===== src/rtl/cva6_spi_master_rx.sv =====
// SPI master receive deserializer: samples MISO (standard) or four data lines (quad)
// on rx_edge, packs MSB-first into 32-bit words and hands them to the RX FIFO.
module cva6_spi_master_rx #(
   parameter int unsigned CNT_W    = 16,
   parameter int unsigned RST_TRGT = 8
) (
   input  logic             clk,
   input  logic             rst,
   input  logic             en,
   input  logic             rx_edge,
   output logic             rx_done,
   input  logic             sdi0,
   input  logic             sdi1,
   input  logic             sdi2,
   input  logic             sdi3,
   input  logic             en_quad_in,
   input  logic [CNT_W-1:0] counter_in,
   input  logic             counter_in_upd,
   output logic [31:0]      data,
   output logic             data_valid,
   input  logic             data_ready,
   output logic             clk_en_o
);

   typedef enum logic [1:0] {
      IDLE           = 2'd0,
      RECEIVE        = 2'd1,
      WAIT_FIFO      = 2'd2,
      WAIT_FIFO_DONE = 2'd3
   } state_t;

   state_t           state, state_next;
   logic [CNT_W-1:0] counter, counter_next, counter_trgt;
   logic [31:0]      sh, sh_next, shifted, data_next;
   logic             data_valid_next;
   logic             word_end, last;

   // Shift candidate, word boundary and end-of-transfer detection
   always_comb begin
      if (en_quad_in) begin
         shifted  = {sh[27:0], sdi3, sdi2, sdi1, sdi0};
         word_end = rx_edge && (counter[2:0] == 3'd7);
      end else begin
         shifted  = {sh[30:0], sdi1};
         word_end = rx_edge && (counter[4:0] == 5'd31);
      end
      last = rx_edge && (counter == (counter_trgt - CNT_W'(1)));
   end

   // Next-state, datapath updates and clock-enable/done outputs
   always_comb begin
      state_next      = state;
      counter_next    = counter;
      sh_next         = sh;
      data_next       = data;
      data_valid_next = data_valid && !data_ready;
      clk_en_o        = 1'b0;
      rx_done         = 1'b0;
      case (state)
         IDLE: begin
            if (en && (counter_trgt != '0)) begin
               sh_next      = 32'd0;
               counter_next = '0;
               state_next   = RECEIVE;
            end else begin
               state_next = IDLE;
            end
         end
         RECEIVE: begin
            clk_en_o = 1'b1;
            rx_done  = last;
            if (rx_edge) begin
               counter_next = counter + CNT_W'(1);
               sh_next      = shifted;
               if (word_end || last) begin
                  if (!data_valid || data_ready) begin
                     data_next       = shifted;
                     data_valid_next = 1'b1;
                     sh_next         = 32'd0;
                     if (last) begin
                        counter_next = '0;
                        state_next   = IDLE;
                     end else begin
                        state_next = RECEIVE;
                     end
                  end else begin
                     // Consumer still holds the previous word: stop the SPI clock now
                     clk_en_o   = 1'b0;
                     state_next = last ? WAIT_FIFO_DONE : WAIT_FIFO;
                  end
               end else begin
                  state_next = RECEIVE;
               end
            end else begin
               state_next = RECEIVE;
            end
         end
         WAIT_FIFO, WAIT_FIFO_DONE: begin
            if (data_ready) begin
               data_next       = sh;
               data_valid_next = 1'b1;
               sh_next         = 32'd0;
               if (state == WAIT_FIFO_DONE) begin
                  counter_next = '0;
                  state_next   = IDLE;
               end else begin
                  state_next = RECEIVE;
               end
            end else begin
               state_next = state;
            end
         end
         default: begin
            state_next = IDLE;
         end
      endcase
   end

   // State and datapath registers
   always_ff @(posedge clk) begin
      if (rst) begin
         state      <= IDLE;
         counter    <= '0;
         sh         <= 32'd0;
         data       <= 32'd0;
         data_valid <= 1'b0;
      end else begin
         state      <= state_next;
         counter    <= counter_next;
         sh         <= sh_next;
         data       <= data_next;
         data_valid <= data_valid_next;
      end
   end

   // Transfer target; quad mode counts nibbles rather than bits
   always_ff @(posedge clk) begin
      if (rst) begin
         counter_trgt <= CNT_W'(RST_TRGT);
      end else if (counter_in_upd) begin
         counter_trgt <= en_quad_in ? (counter_in >> 2) : counter_in;
      end else begin
         counter_trgt <= counter_trgt;
      end
   end

endmodule


===== config.mk =====
export PLATFORM = sky130hd
export DESIGN_NAME = cva6_spi_master_rx
export DESIGN_NICKNAME = d
export VERILOG_FILES = /design/src/rtl/cva6_spi_master_rx.sv
export SDC_FILE = /design/constraint.sdc
export NUM_CORES = 1
export LEC_CHECK = 0
export BUFFER_PORTS_ARGS = -buffer_cell sky130_fd_sc_hd__buf_4
export CAP_MARGIN = 5
export CORE_UTILIZATION = 64
export CTS_CLUSTER_DIAMETER = 80
export DETAILED_ROUTE_END_ITERATION = 10
export GPL_ROUTABILITY_DRIVEN = 0
export PLACE_DENSITY = 0.9
export SYNTH_ARGS = -nofsm -noshare
export SYNTH_HDL_FRONTEND = slang
export SYNTH_SLANG_ARGS = --single-unit

===== constraint.sdc =====
create_clock -name clk -period 4.7 [get_ports clk]
set_input_delay 0.235 -clock clk [delete_from_list [all_inputs] [get_ports clk]]
set_output_delay 0.235 -clock clk [all_outputs]
set_load 0.01 [all_outputs]

==> results of run 1 <==
==> state kept, by name (all words and copies together) (netlist names) <==
name,cells
counter_trgt,16
counter,16
state,2
data,32
data_valid,1
sh,32
==> cells by family (layout without fill, tap and decap cells) <==
group	count (synthesis)	in the layout	share of synthesized area (%)
xor+xnor	21	21	3.288
mux	53	53	9.752
compound gates	219	219	27.78
simple gates	190	190	16.98
buf+inv	72	97	5.658
flops	99	99	35.43
fa+ha+maj	5	5	1.118
==> cell type report <==
| class | count | area share [%] |
|---|---|---|
| multi-input cells | 488 | 53.65 |
| flip-flops and latches | 99 | 32.21 |
| well taps | 105 | 2.134 |
| repair buffers | 69 | 8.413 |
| clock inverters | 6 | 0.7925 |
| clock buffers | 10 | 2.073 |
| inverters | 12 | 0.7316 |
==> routing by layer <==
layer | wire [um] | global-route usage [%]
met1 | 5768 | 36.40
met2 | 6384 | 51.19
met3 | 749 | 6.699
met4 | 324 | 9.826
met5 | 0 | 0
==> cells in the mapped netlist, types with 2 or more instances <==
cell type	number
and3_1	6
ha_1	5
buf_1	3
o21ai_0	7
a21o_1	3
nor3_1	27
nand3b_1	6
xor2_1	9
o211ai_1	26
buf_6	4
a22o_1	3
o21ai_1	3
nor2_1	86
nand3_1	12
or4_1	3
xnor2_1	12
inv_1	11
o31ai_1	10
nand2_1	15
mux2i_1	41
nor4_1	4
buf_4	2
mux2_2	12
nor2b_1	4
o41ai_2	4
buf_2	7
a311oi_1	2
a21oi_1	59
nand4_1	3
o21a_1	36
dfxtp_1	99
a31oi_1	3
nand2b_1	13
a22oi_1	13
o41ai_1	2
clkbuf_1	44
nor4_2	2
a211oi_1	36
==> where the power goes <==
group / total [W] / internal (W) / switching (W)
logic: 0.000171 / 0.0000697 / 0.000101
registers: 0.000873 / 0.000850 / 0.0000227
clock network: 0.000514 / 0.000201 / 0.000313
==> stage by stage <==
| stage | instances | cell area [sq um] |
|---|---|---|
| global placement | 773 | 5981 |
| detailed placement | 773 | 5981 |
| floorplan | 659 | 5594 |
| global route | 789 | 6157 |
| CTS | 789 | 6157 |
| finish | 789 | 6157 |
==> final timing paths <==
check / from / end / slack (ps) / depth (start not counted)
setup / recovery: counter_trgt[0] / clk_en_o / 1000 / 10
hold reg to reg: sh[31] / sh[31] / 520 / 2
setup reg to reg: counter_trgt[0] / counter[8] / 1090 / 10
hold / removal: data_ready / state[1] / 80 / 2
==> results.yml, run 1 <==
finish:
  nNetsFinal: 711
  final_util_pct: 73.82
  antennaDiodeCount: 0
  fillers: 608
  layout_common_cells: "98 x dfxtp_1, 85 x nor2_1, 69 x buf_4"
  drive_gt1_share_pct: 16.52
  syn2layout_area_growth_pct: 10.06
  register_area_sq_mm: 0.001983
  multiInputGateArea_sq_mm: 0.003303
  layout_commonest_cell: "dfxtp_1"
synthesis:
  ys_ff_latch: 99
  syn_avg_cell_area_sq_um: 8.489
  synth_edf_count: 0
  synthDistinctLibCells: 60
  yosysWarnings: 0
  synth_top_area_cell: "dfxtp_1"
  synthTopCellsByArea: "dfxtp_1 35%, mux2i_1 7.3%, nor2_1 5.8%, a21oi_1 5.3%, a211oi_1 4.8%"
  syn-num-nets: 691
  syn_inst: 659
  synthArstFlopShare_pct: 0
  synth_top_area_share_pct: 35.43
  ys.flop_type: "dfxtp_1"
  syn-cell-area_sq_mm: 0.005594
  synth-seq-area-share_pct: 35.43
pwr:
  power.leakage_nw: 2.336
  power.total_w: 0.001557
  p_per_area_mw_per_mm2: 252.9
  ir_worst_vdd_mv: 0.1607
global_routing:
  grt_overflow: 0
  globalRouteTotalUtil_pct: 29.67
  antenna_found_initial: 0
  grt_max_degree: 62
  grt_pass1_vias: 4552
  grt_pass1_wl_um: 21380
clock_network:
  cts_resized: 0
  cts_buffer_depth: 2
  htreeDepth: 3
  cts_hold_buf: 0
  cts_setup_buffers: 0
  numCtsBuffers: 9
  clkSinkCount: 99
  root_buffer: "clkbuf_8"
  clock_latency_ps: 370
  cts.clk_slew.worst_paths_ps: 100
  cts_tree: "yes"
critical_path:
  crit_fanout: 26
  crit_required_ps: 4470
  arrival_ps: 3460
  cpMostUsedCell: "buf_4"
  worstPathBufferInverterCount: 3
  worstSetupStartpointType: "register"
  crit_slowest_cell: "or4b_1"
  crit_type: "reg -> out"
  crit_family: "simple AND/OR/NAND/NOR gates"
  crit_chain: "inv_1 > ha_1 > nor3b_2 > a21oi_1 > or4b_1 > nor4_1 > a41o_1 > buf_4 > a31oi_1 > buf_4"
  cp-end-kind: "output pin"
  max_stage_delay_ps: 510
timing:
  finClkSkew_ps: 14.72
  fmax_mhz: 270.4
  period_needed_ps: 3699
  hold_viol: 0
  slew-limit-headroom_pct: 18.59
  fin_ws_ps: 1001
  setup_viol: 0
  worst_slew_pin_slew_ps: 1219
  hold_slack_ps: 78.23
  post-route-period-util_pct: 78.69
  maxSlewViolCount: 0
  setup_total_negative_slack_ps: 0
  rsz0062_at_grt: "no"
detailed_routing:
  via_per_inst: 6.381
  vias: 5035
  ant_nets: 0
  dr.pass1.iters: 4
  detail_route.wl_per_cell_um: 16.76
  drt_wl_total_um: 13230
  drt_iter0_drc: 293
  route.detailed.drc: 0
run:
  max-cap-violations: 0
floorplanning:
  fp.dieH_um: 95.49
  row_count: 33
  core_area_sq_mm: 0.008341
  pin_count: 62
  dieWidth_um: 95.49
  start_util_pct: 67.07
  die_area_sq_mm: 0.009118
outcome:
  status: "completed"
place:
  dp_slack_ps: 1230
  dp_hpwl_um: 9009
  numPortBuffers: 61
hold_path:
  hp-class: "in -> reg"
Power figures use the tool's default switching activity.
==> run 2: changes to the inputs <==
CORE_UTILIZATION = 59   (was 64)
PLACE_DENSITY = 0.84   (was 0.9)
clock period = 3.7 ns   (was 4.7 ns; I/O delays follow)
==> run 2 against run 1 <==
Effect of this change: sequential power grew 27%; hold slack worse by 59 ps; register-to-register slack got worse by 720 ps; clock power increased by 31%; critical path depth unchanged; via count grew 0.42%; largest power group unchanged; global-route usage shrank 1.1 points; sequential cell count unchanged; power grew 29%; first-iteration DRC count decreased by 5.8%; setup slack got worse by 790 ps; utilization shrank 6.2 points.
==> results.yml, run 2 (same netlist as run 1, synthesis figures left out) <==
outcome:
  status: "completed"
timing:
  fin_ws_ps: 208.2
  rsz0062_at_grt: "no"
  slew-limit-headroom_pct: 46.69
  period_needed_ps: 3492
  setup_viol: 0
  fmax_mhz: 286.4
  maxSlewViolCount: 0
  post-route-period-util_pct: 94.37
  worst_slew_pin_slew_ps: 797.2
  setup_total_negative_slack_ps: 0
  finClkSkew_ps: 11.70
  hold_viol: 0
clock_network:
  cts_buffer_depth: 2
  cts.clk_slew.worst_paths_ps: 100
  clkSinkCount: 99
  cts_hold_buf: 0
  cts_resized: 0
  cts_tree: "yes"
  root_buffer: "clkbuf_8"
  clock_latency_ps: 380
  cts_setup_buffers: 0
  htreeDepth: 3
  numCtsBuffers: 9
detailed_routing:
  drt_iter0_drc: 276
  detail_route.wl_per_cell_um: 17.24
  route.detailed.drc: 0
  vias: 5056
  ant_nets: 0
  drt_wl_total_um: 13740
  dr.pass1.iters: 7
  via_per_inst: 6.344
global_routing:
  grt.busiest_layer: "met2"
  grt_pass1_wl_um: 22740
  use_met2_pct: 49.20
  globalRouteTotalUtil_pct: 28.54
  grt_max_degree: 65
  grt_pass1_vias: 4815
  grt_overflow: 0
  met1_usage_pct: 35.50
  antenna_found_initial: 0
  grt_use_met3_pct: 5.622
floorplanning:
  pin_count: 62
  start_util_pct: 60.83
  core_area_sq_mm: 0.009196
  dieWidth_um: 99.38
  fp.dieH_um: 99.38
  row_count: 35
  die_area_sq_mm: 0.009875
finish:
  nNetsFinal: 713
  layout_commonest_cell: "dfxtp_1"
  register_area_sq_mm: 0.001983
  final_area_sq_mm: 0.006221
  fillers: 766
  drive_gt1_share_pct: 16.91
  antennaDiodeCount: 0
  syn2layout_area_growth_pct: 11.21
  reg_top3: "data (32), sh (32)"
  multiInputGateArea_sq_mm: 0.003317
  layout_common_cells: "98 x dfxtp_1, 85 x nor2_1, 69 x buf_4"
hold_path:
  hp-class: "in -> reg"
critical_path:
  worstSetupStartpointType: "register"
  cp-end-kind: "output pin"
  crit_chain: "inv_1 > ha_1 > nor3b_4 > a21oi_1 > or4b_1 > nor4_1 > a41o_1 > buf_6 > a31oi_1 > buf_4"
  crit_type: "reg -> out"
  crit_fanout: 26
  crit_required_ps: 3510
  worstPathBufferInverterCount: 3
  max_stage_delay_ps: 500
  crit_slowest_cell: "or4b_1"
  arrival_ps: 3310
  crit_family: "simple AND/OR/NAND/NOR gates"
place:
  numPortBuffers: 61
  dp_hpwl_um: 9337
  dp_slack_ps: 186.3
  post_dp_cell_area_sq_mm: 0.006016
pwr:
  ir_worst_vdd_mv: 0.2945
  p_per_area_mw_per_mm2: 322.3
  power.leakage_nw: 2.364
run:
  max-cap-violations: 0
run 2: final timing paths:
kind / start / end / slack, ps / cells past startpoint
max: counter_trgt[0] / clk_en_o / 210 / 10
min: data_ready / state[1] / 20 / 2
max reg2reg: counter_trgt[0] / counter[12] / 370 / 10
min reg2reg: counter[14] / counter[14] / 510 / 1
run 2: per-stage QoR:
| step | std cells | hold slack (ps) | total power, W | utilization, % |
|---|---|---|---|---|
| 2_1_floorplan | 659 | 264.3 | 0.001286 | - |
| 3_3_place_gp | 781 | 412.9 | 0.001341 | 65.42 |
| 3_5_place_dp | 781 | 417.3 | 0.001350 | 65.42 |
| 4_1_cts | 797 | 9.991 | 0.002007 | 67.46 |
| 5_1_grt | 797 | 27.81 | 0.002078 | 67.65 |
| 6_report | 797 | 19.17 | 0.002005 | 67.65 |
run 2: worst reg2reg max path: cells and delay by family (launching register included):
family / cells / cell delay (ps)
AND/OR/NAND/NOR: 5 / 1410
flip-flops: 1 / 370
multiplexers: 1 / 170
adder cells (fa/ha/maj): 1 / 270
XOR/XNOR: 1 / 210
buffers and inverters: 1 / 110
AO/OA/AOI/OAI: 1 / 720
run 2: layout make-up:
cell class | instances | share of cell area (%)
Clock buffer | 9 | 1.991
Clock inverter | 7 | 1.026
Inverter | 12 | 0.7241
Multi-Input combinational cell | 488 | 53.32
Sequential cell | 99 | 31.88
Tap cell | 111 | 2.232
Timing Repair Buffer | 71 | 8.829
run 2: where the power goes:
part / internal [W] / leakage (nW) / total, W / switching [W]
Clock: 0.000257 / 0.0982 / 0.000671 / 0.000414
Sequential: 0.00108 / 0.802 / 0.00111 / 0.0000295
Combinational: 0.0000911 / 1.46 / 0.000224 / 0.000133
Total: 0.00143 / 2.36 / 0.00200 / 0.000577
run 2: per-layer routing:
metal  wire length (um)  vias to the layer above
met5                  0                        -
met3                904                       25
met4                274                        0
li1                   -                     2455
met2               6749                      180
met1               5813                     2396
==> run 3: changes to the inputs <==
==> constraint.sdc (replaced) <==
create_clock -name clk -period 3.7 [get_ports clk]
set_input_delay 0.74 -clock clk [delete_from_list [all_inputs] [get_ports clk]]
set_output_delay 0.74 -clock clk [all_outputs]
set_load 0.01 [all_outputs]
==> run 3 against run 2 <==
Effect of this change: highest routed layer unchanged; first-iteration DRC count rose by 14%; largest cell class unchanged; critical endpoint unchanged; wire length grew 1.1%; cell count up 0.63%; hold slack improved by 490 ps.
==> results.yml, run 3 (same netlist as run 1, synthesis figures left out) <==
clock_network:
  clkSinkCount: 99
  cts.clk_slew.worst_paths_ps: 90
  clock_latency_ps: 370
  numCtsBuffers: 9
  htreeDepth: 3
  cts_tree: "yes"
  cts_buffer_depth: 2
  root_buffer: "clkbuf_8"
critical_path:
  crit_chain: "inv_1 > ha_2 > xor2_1 > nand3_1 > or4b_1 > nor4_2 > a41o_1 > a31oi_2 > buf_4"
  crit_required_ps: 2960
  crit_type: "reg -> out"
  worstPathBufferInverterCount: 2
  arrival_ps: 2840
  reg2reg_from: "counter_trgt[0]"
  cp-end-kind: "output pin"
  crit_slowest_cell: "or4b_1"
  crit_family: "simple AND/OR/NAND/NOR gates"
  cp-startpoint: "counter_trgt[0]"
  crit_fanout: 6
  max_stage_delay_ps: 560
  worstSetupStartpointType: "register"
timing:
  period_needed_ps: 3583
  post-route-period-util_pct: 96.85
  maxSlewViolCount: 0
  worst_slew_pin_slew_ps: 807.7
  finClkSkew_ps: 12.59
  setup_total_negative_slack_ps: 0
  setup_viol: 0
  rsz0062_at_grt: "yes"
  slew-limit-headroom_pct: 46.16
  hold_viol: 0
  fmax_mhz: 279.1
  hold_slack_ps: 504.7
detailed_routing:
  route.layer.met1.wl_um: 6117
  route.detailed.drc: 0
  vias: 5079
  route.top_layer_used: "met4"
  wl_met3_um: 868
  drt_wl_total_um: 13900
  route.met2.wl_um: 6668
  ant_nets: 0
  via_per_inst: 6.333
  detail_route.wl_per_cell_um: 17.33
  dr.pass1.iters: 5
  drt_iter0_drc: 314
finish:
  antennaDiodeCount: 0
  drive_gt1_share_pct: 18.09
  reg_top3: "data (32), sh (32)"
  fillers: 739
  syn2layout_area_growth_pct: 12.10
  layout_common_cells: "98 x dfxtp_1, 84 x nor2_1, 74 x buf_4"
  final_area_sq_mm: 0.006271
  layout_commonest_cell: "dfxtp_1"
  nNetsFinal: 718
floorplanning:
  dieWidth_um: 99.38
  pin_count: 62
  start_util_pct: 60.83
  die_area_sq_mm: 0.009875
  core_area_sq_mm: 0.009196
  fp.dieH_um: 99.38
  row_count: 35
hold_path:
  hp-class: "reg -> reg"
  hold_start: "sh[31]"
global_routing:
  grt_pass1_vias: 4720
  globalRouteTotalUtil_pct: 28.81
  grt_overflow: 0
  grt_pass1_wl_um: 23050
  grt_max_degree: 75
  antenna_found_initial: 0
place:
  numPortBuffers: 61
  dp_hpwl_um: 9283
  post_dp_cell_area_sq_mm: 0.006023
outcome:
  status: "completed"
pwr:
  p_per_area_mw_per_mm2: 316.8
  ir_worst_vdd_mv: 0.2676
  power.leakage_nw: 2.378
  power.total_w: 0.001987
run:
  max-cap-violations: 0
-- run 3: changes by cell type in the layout (fill, tap and decap cells not counted), sizes merged --
cell | before | now
clkinv | 6 | 2
buf | 71 | 75
clkinvlp | 0 | 1
a21oi | 61 | 62
clkbuf | 9 | 12
-- run 3: cell type report --
| type | instances | area [sq um] | area share, % |
|---|---|---|---|
| Clock buffer | 12 | 145.1 | 2.314 |
| Clock inverter | 4 | 32.53 | 0.5188 |
| Inverter | 12 | 45.04 | 0.7183 |
| Multi-Input combinational cell | 489 | 3351 | 53.43 |
| Sequential cell | 99 | 1983 | 31.62 |
| Tap cell | 111 | 138.9 | 2.215 |
| Timing Repair Buffer | 75 | 575.6 | 9.178 |
-- run 3: per-stage QoR --
step	utilization [%]	instances	setup WS, ps
floorplan	-	659	520.3
global placement	65.50	782	369.3
detailed placement	65.50	782	220.4
CTS	67.74	801	27.56
global route	68.19	802	-28.35
finish	68.19	802	116.5
-- run 3: repair_timing --
item / 4_1_cts / 5_1_grt
gates cloned: 0 / 1
pin swaps: 0 / 1
hold buffers: 0 / 0
resized for setup: 1 / 7
endpoints found under the setup margin: 1 / 26
buffers inserted: 3 / 0
-- run 3: worst paths after layout --
check	to	slack, ps	cells after the start
setup / recovery	clk_en_o	120	9
hold / removal	sh[31]	500	2
setup reg to reg	data[17]	390	12
hold reg to reg	sh[31]	500	2
-- run 3: worst min-delay path, stage by stage, from the launching register on --
cell and delay, ps:
dfxtp_1 340, a21oi_1 60, nor2_1 70
-- run 3: power breakdown --
part           switching (W)  internal (W)
registers          0.0000288       0.00108
logic               0.000135     0.0000958
clock network       0.000378      0.000270
-- run 3: metal layers --
| metal | vias up | global-route usage (%) |
|---|---|---|
| met3 | 24 | 6.817 |
| met5 | - | 0 |
| li1 | 2462 | - |
| met4 | 0 | 8.371 |
| met2 | 177 | 47.76 |
| met1 | 2416 | 37.39 |
